**src/rtl/vedic_mul_pipe.sv**
```systemverilog
// vedic_mul_pipe: 3-stage pipelined Urdhva-Tiryagbhyam multiplier for MUL/MULH/MULHSU/MULHU.
// Define VEDIC_MUL_FLUSH_EN to add the synchronous pipeline flush port.
module vedic_mul_pipe #(
  parameter int unsigned N = 32
) (
  input  logic         clk,
  input  logic         rst,
`ifdef VEDIC_MUL_FLUSH_EN
  input  logic         flush,
`endif
  input  logic         in_valid,
  output logic         in_ready,
  input  logic [1:0]   in_op,
  input  logic [N-1:0] in_a,
  input  logic [N-1:0] in_b,
  output logic         out_valid,
  input  logic         out_ready,
  output logic [N-1:0] out_result
);

  localparam int unsigned H  = N / 2;
  localparam int unsigned PW = 2 * N;

  localparam logic [1:0] OP_MUL    = 2'b00;
  localparam logic [1:0] OP_MULH   = 2'b01;
  localparam logic [1:0] OP_MULHSU = 2'b10;

  logic flush_i;
`ifdef VEDIC_MUL_FLUSH_EN
  assign flush_i = flush;
`else
  assign flush_i = 1'b0;
`endif

  // All stages move together; a stalled output freezes the whole pipe.
  logic adv;
  assign adv      = out_ready | ~out_valid;
  assign in_ready = adv;

  // S1 stage registers
  logic         v1;
  logic [1:0]   op1;
  logic         neg1;
  logic [N-1:0] a1;
  logic [N-1:0] b1;

  // S2 stage registers
  logic         v2;
  logic [1:0]   op2;
  logic         neg2;
  logic [N-1:0] ll;
  logic [N-1:0] hl;
  logic [N-1:0] lh;
  logic [N-1:0] hh;

  // S1: sign conditioning into magnitudes
  logic         sa_c;
  logic         sb_c;
  logic [N-1:0] ma_c;
  logic [N-1:0] mb_c;
  logic         neg_c;

  always_comb begin
    sa_c  = ((in_op == OP_MULH) || (in_op == OP_MULHSU)) && in_a[N-1];
    sb_c  = (in_op == OP_MULH) && in_b[N-1];
    ma_c  = sa_c ? (~in_a + N'(1)) : in_a;
    mb_c  = sb_c ? (~in_b + N'(1)) : in_b;
    // a zero magnitude never yields a negated product
    neg_c = (sa_c ^ sb_c) && (ma_c != '0) && (mb_c != '0);
  end

  // S2: four vertical/crosswise half-width sub-products
  logic [N-1:0] ll_c;
  logic [N-1:0] hl_c;
  logic [N-1:0] lh_c;
  logic [N-1:0] hh_c;

  always_comb begin
    ll_c = N'(a1[H-1:0]) * N'(b1[H-1:0]);
    hl_c = N'(a1[N-1:H]) * N'(b1[H-1:0]);
    lh_c = N'(a1[H-1:0]) * N'(b1[N-1:H]);
    hh_c = N'(a1[N-1:H]) * N'(b1[N-1:H]);
  end

  // S3: combine, sign fix, half select
  logic [PW-1:0] mid_c;
  logic [PW-1:0] prod_c;
  logic [N-1:0]  res_c;

  always_comb begin
    mid_c  = PW'(hl) + PW'(lh);
    prod_c = {hh, ll} + (mid_c << H);
    if (neg2) begin
      prod_c = ~prod_c + PW'(1);
    end
    res_c = (op2 == OP_MUL) ? prod_c[N-1:0] : prod_c[PW-1:N];
  end

  always_ff @(posedge clk or posedge rst) begin
    if (rst) begin
      v1        <= 1'b0;
      v2        <= 1'b0;
      out_valid <= 1'b0;
    end else if (flush_i) begin
      v1        <= 1'b0;
      v2        <= 1'b0;
      out_valid <= 1'b0;
    end else if (adv) begin
      v1        <= in_valid;
      v2        <= v1;
      out_valid <= v2;
    end
  end

  always_ff @(posedge clk or posedge rst) begin
    if (rst) begin
      op1        <= '0;
      neg1       <= 1'b0;
      a1         <= '0;
      b1         <= '0;
      op2        <= '0;
      neg2       <= 1'b0;
      ll         <= '0;
      hl         <= '0;
      lh         <= '0;
      hh         <= '0;
      out_result <= '0;
    end else if (adv) begin
      op1        <= in_op;
      neg1       <= neg_c;
      a1         <= ma_c;
      b1         <= mb_c;
      op2        <= op1;
      neg2       <= neg1;
      ll         <= ll_c;
      hl         <= hl_c;
      lh         <= lh_c;
      hh         <= hh_c;
      out_result <= res_c;
    end
  end

endmodule
```
**config.mk**
```make
export PLATFORM = sky130hd
export DESIGN_NAME = vedic_mul_pipe
export DESIGN_NICKNAME = d
export VERILOG_FILES = /design/src/rtl/vedic_mul_pipe.sv
export SDC_FILE = /design/constraint.sdc
export NUM_CORES = 2
export LEC_CHECK = 0
export ABC_AREA = 1
export ABC_CLOCK_PERIOD_IN_PS = 5850
export CAP_MARGIN = 20
export CELL_PAD_IN_SITES_DETAIL_PLACEMENT = 1
export CELL_PAD_IN_SITES_GLOBAL_PLACEMENT = 2
export CORE_MARGIN = 5
export CORE_UTILIZATION = 36
export CTS_CLUSTER_DIAMETER = 100
export DETAILED_ROUTE_END_ITERATION = 12
export DONT_BUFFER_PORTS = 1
export PLACE_DENSITY_LB_ADDON = 0.15
export REMOVE_ABC_BUFFERS = 1
export SLEW_MARGIN = 15
export SYNTH_ARGS = -nofsm -noshare
export SYNTH_HDL_FRONTEND = slang
export SYNTH_SLANG_ARGS = --single-unit
```
**constraint.sdc**
```tcl
create_clock -name clk -period 5.85 [get_ports clk]
set_input_delay 0 -clock clk [delete_from_list [all_inputs] [get_ports clk]]
set_output_delay 0 -clock clk [all_outputs]
set_load 0.02 [all_outputs]
```
==> qor.txt <==
status - complete, but fails checks
violations in the final reports - setup timing
total number of H-tree levels - 2
via count of the first global-routing pass - 51730
layout cells sized above 1 - 0.1637
CTS max path bufs - 3
kind of cell adding the most delay to the critical path - adder cells
number of unique standard cell types used by synthesis - 53
number of standard cells in the final layout excluding fillers - 9732
hold slack - 0.005427 ns
time the worst path needs with I/O delays and setup - 5.966 ns
main area contributors after synthesis - sky130_fd_sc_hd__fa_1 (30%), sky130_fd_sc_hd__nand2_1 (16%), sky130_fd_sc_hd__inv_1 (12%)
final weighted congestion in routability-driven placement - 0.8717
buffer cell driving the clock tree root - sky130_fd_sc_hd__clkbuf_16
count of nets after finishing - 9132
max-cap viol count - 0
Worst-Margin Slew - 0.9909 ns
stage delay of the slowest cell on the critical path - 0.60 ns
global-route wire length before repair - 303.9 mm
Starting Density - 0.3632
worst r2r dst - hl[28]
crit start category - flip-flop
most frequent CP cell - sky130_fd_sc_hd__fa_1
TritonRoute pass-1 iters - 5
TritonCTS buffer count - 38
Synth top area share - 0.2982
total setup violations reported at the end of the flow - 12
grt total ovfl - 0
post-CTS clock slew at the launch and capture registers of the worst setup and hold paths - 0.06 ns
clock tree from TritonCTS - built
Post-synth ARST share - 1.000
later-pin clock latency in the skew report - 0.62 ns
final hold viol count - 0
global router's overall resource usage - 0.2555
post-synthesis instance total - 7336
sequential cell area fraction in the yosys report - 0.1116
number of synthesis warnings - 0
Setup crit end kind - flip-flop
Multi-input gate area - 0.04113 mm²
core region area - 0.1438 mm²
Via Count - 48070
final antenna-violating net count - 0
Worst path slowest cell - sky130_fd_sc_hd__fa_1
number of antenna violations at the first check in global routing - 6
clock tree skew after final layout - 0.05563 ns
unrepaired setup endpoints after global routing - true
number of max-slew violations in the final report - 0
start of the worst register-to-register path - a1[24]
dominant cell type by area after synthesis - sky130_fd_sc_hd__fa_1
Layout fillers - 17690
post-detailed-routing wire length - 198.5 mm
average instance area after synthesis - 7.120 µm²
average wire per standard cell - 20.40 µm
total clock sinks - 233
cell area after technology mapping - 0.05223 mm²
accumulated negative setup slack - -0.4520 ns
placed insts - 9398
detailed-route DRC error count - 0
Die Ht - 390.9 µm
Port-buffer cells - 0
final critical-path share of the clock period - 1.020
count leader, synth - sky130_fd_sc_hd__nand2_1
area taken by flip-flops and latches - 0.005856 mm²
Area Growth Syn to Fin - 23.88%
Die ar. - 0.1528 mm²
critical-path maximum fanout - 6
placed wire-length estimate after detailed placement - 159.8 mm
Crit path arrival time - 6.42 ns
largest net degree at the start of global routing - 189
type of the most critical hold path - input port to async pin
number of flops mapped to enable cells by yosys - 0
worst setup path category - flip-flop to flip-flop
highest achievable clock rate - 167.6 MHz
flops & latches, synth - 233
most instantiated flip-flop cell in the synthesis netlist - sky130_fd_sc_hd__dfrtp_1
critical path required time - 6.31 ns
Reg2Reg Setup Slack - -0.12 ns
Die Width - 390.9 µm
I/O pins - 104
CP Buf/Inv Count - 6
normalized max-slew margin - 0.3394
Cell Rows - 139
top cells by count, synth - sky130_fd_sc_hd__nand2_1 (2174), sky130_fd_sc_hd__inv_1 (1677), sky130_fd_sc_hd__fa_1 (778)
average vias per placed instance - 4.939
final setup slack of the worst path - -0.1164 ns
number of violations reported at the end of detailed-routing iteration 0 - 2277
Worst Reg-to-Reg Cells - 25
layout by cell type (no fill, tap or decap), types with 122 or more instances in the layout:
| master | synthesis | routed |
|---|---|---|
| sky130_fd_sc_hd__dfrtp_1 | 233 | 215 |
| sky130_fd_sc_hd__nand2_1 | 2174 | 2087 |
| sky130_fd_sc_hd__dlygate4sd3_1 | 0 | 122 |
| sky130_fd_sc_hd__nand3_1 | 221 | 194 |
| sky130_fd_sc_hd__inv_1 | 1677 | 1607 |
| sky130_fd_sc_hd__a21oi_1 | 253 | 183 |
| sky130_fd_sc_hd__o21ai_0 | 224 | 181 |
| sky130_fd_sc_hd__fa_1 | 778 | 759 |
| sky130_fd_sc_hd__ha_1 | 487 | 425 |
| sky130_fd_sc_hd__nor2_1 | 396 | 376 |
| sky130_fd_sc_hd__buf_4 | 4 | 466 |
repair_timing:
action / CTS / global route
pin swaps: 98 / 220
cloned: 4 / 9
setup endpoints to repair: 54 / 85
hold buffers: 122 / 0
buffers inserted: 42 / 86
endpoints found under the hold margin: 241 / 0
resized for setup: 260 / 413
metrics by stage:
stage | instance area [µm²] | util | setup slack (ns)
finish | 64700 | 0.4499 | -0.1164
global route | 64700 | 0.4498 | -0.3393
CTS | 62100 | 0.4318 | -0.07142
detailed placement | 58070 | 0.4037 | -0.5674
global placement | 58070 | 0.4037 | -0.5481
floorplan | 50980 | - | -10.65
area by class of cell:
class                      instances  area share
clock inverter                    22    0.003500
sequential                       233     0.09050
timing repair buffer             749      0.1186
antenna                            4   0.0001547
multi-input combinational       5082      0.6357
clock buffer                      46     0.01626
inverter                        1693     0.09849
tap                             1903     0.03680
metal layers:
layer	vias to the layer above	GRT usage	wire length, µm
met3	222	0.02530	8584
met1	24210	0.3499	90100
met5	-	0	7
met4	2	0.06660	6238
li1	22760	-	-
met2	880	0.4343	93610
worst register-to-register path: cells and delay by family (launching register included):
kind / cells / cell delay [ns]
flops: 1 / 0.53
simple gates: 4 / 0.33
compound gates: 8 / 1.02
fa+ha+maj: 7 / 3.40
buf+inv: 6 / 0.54
state kept, by name (all words and copies together) (netlist names), 2 cells and up:
signal / count
op1: 2
a1: 32
out_result: 32
op2: 2
b1: 32
ll: 32
hl: 32
lh: 32
hh: 32
worst max-delay path by stage:
stage | end | start | slack, ns | depth (start not counted)
6_report | hl[28] | a1[24] | -0.12 | 25
5_1_grt | hl[28] | a1[24] | -0.34 | 26
4_1_cts | hl[28] | a1[23] | -0.07 | 25
3_5_place_dp | hh[28] | b1[17] | -0.57 | 23
3_3_place_gp | hh[28] | b1[17] | -0.55 | 23
2_1_floorplan | hh[20] | out_valid | -10.65 | 5
cells by family after synthesis:
| logic type | synth area share |
|---|---|
| AND/OR/NAND/NOR | 0.2369 |
| buffers and inverters | 0.1456 |
| adder cells (fa/ha/maj) | 0.4148 |
| AO/OA/AOI/OAI | 0.06583 |
| flip-flops | 0.1116 |
| XOR/XNOR | 0.02515 |
Power is left out: the tool's default activity adds up to more than one toggle a clock period on the data nets, which glitch-free logic cannot reach.
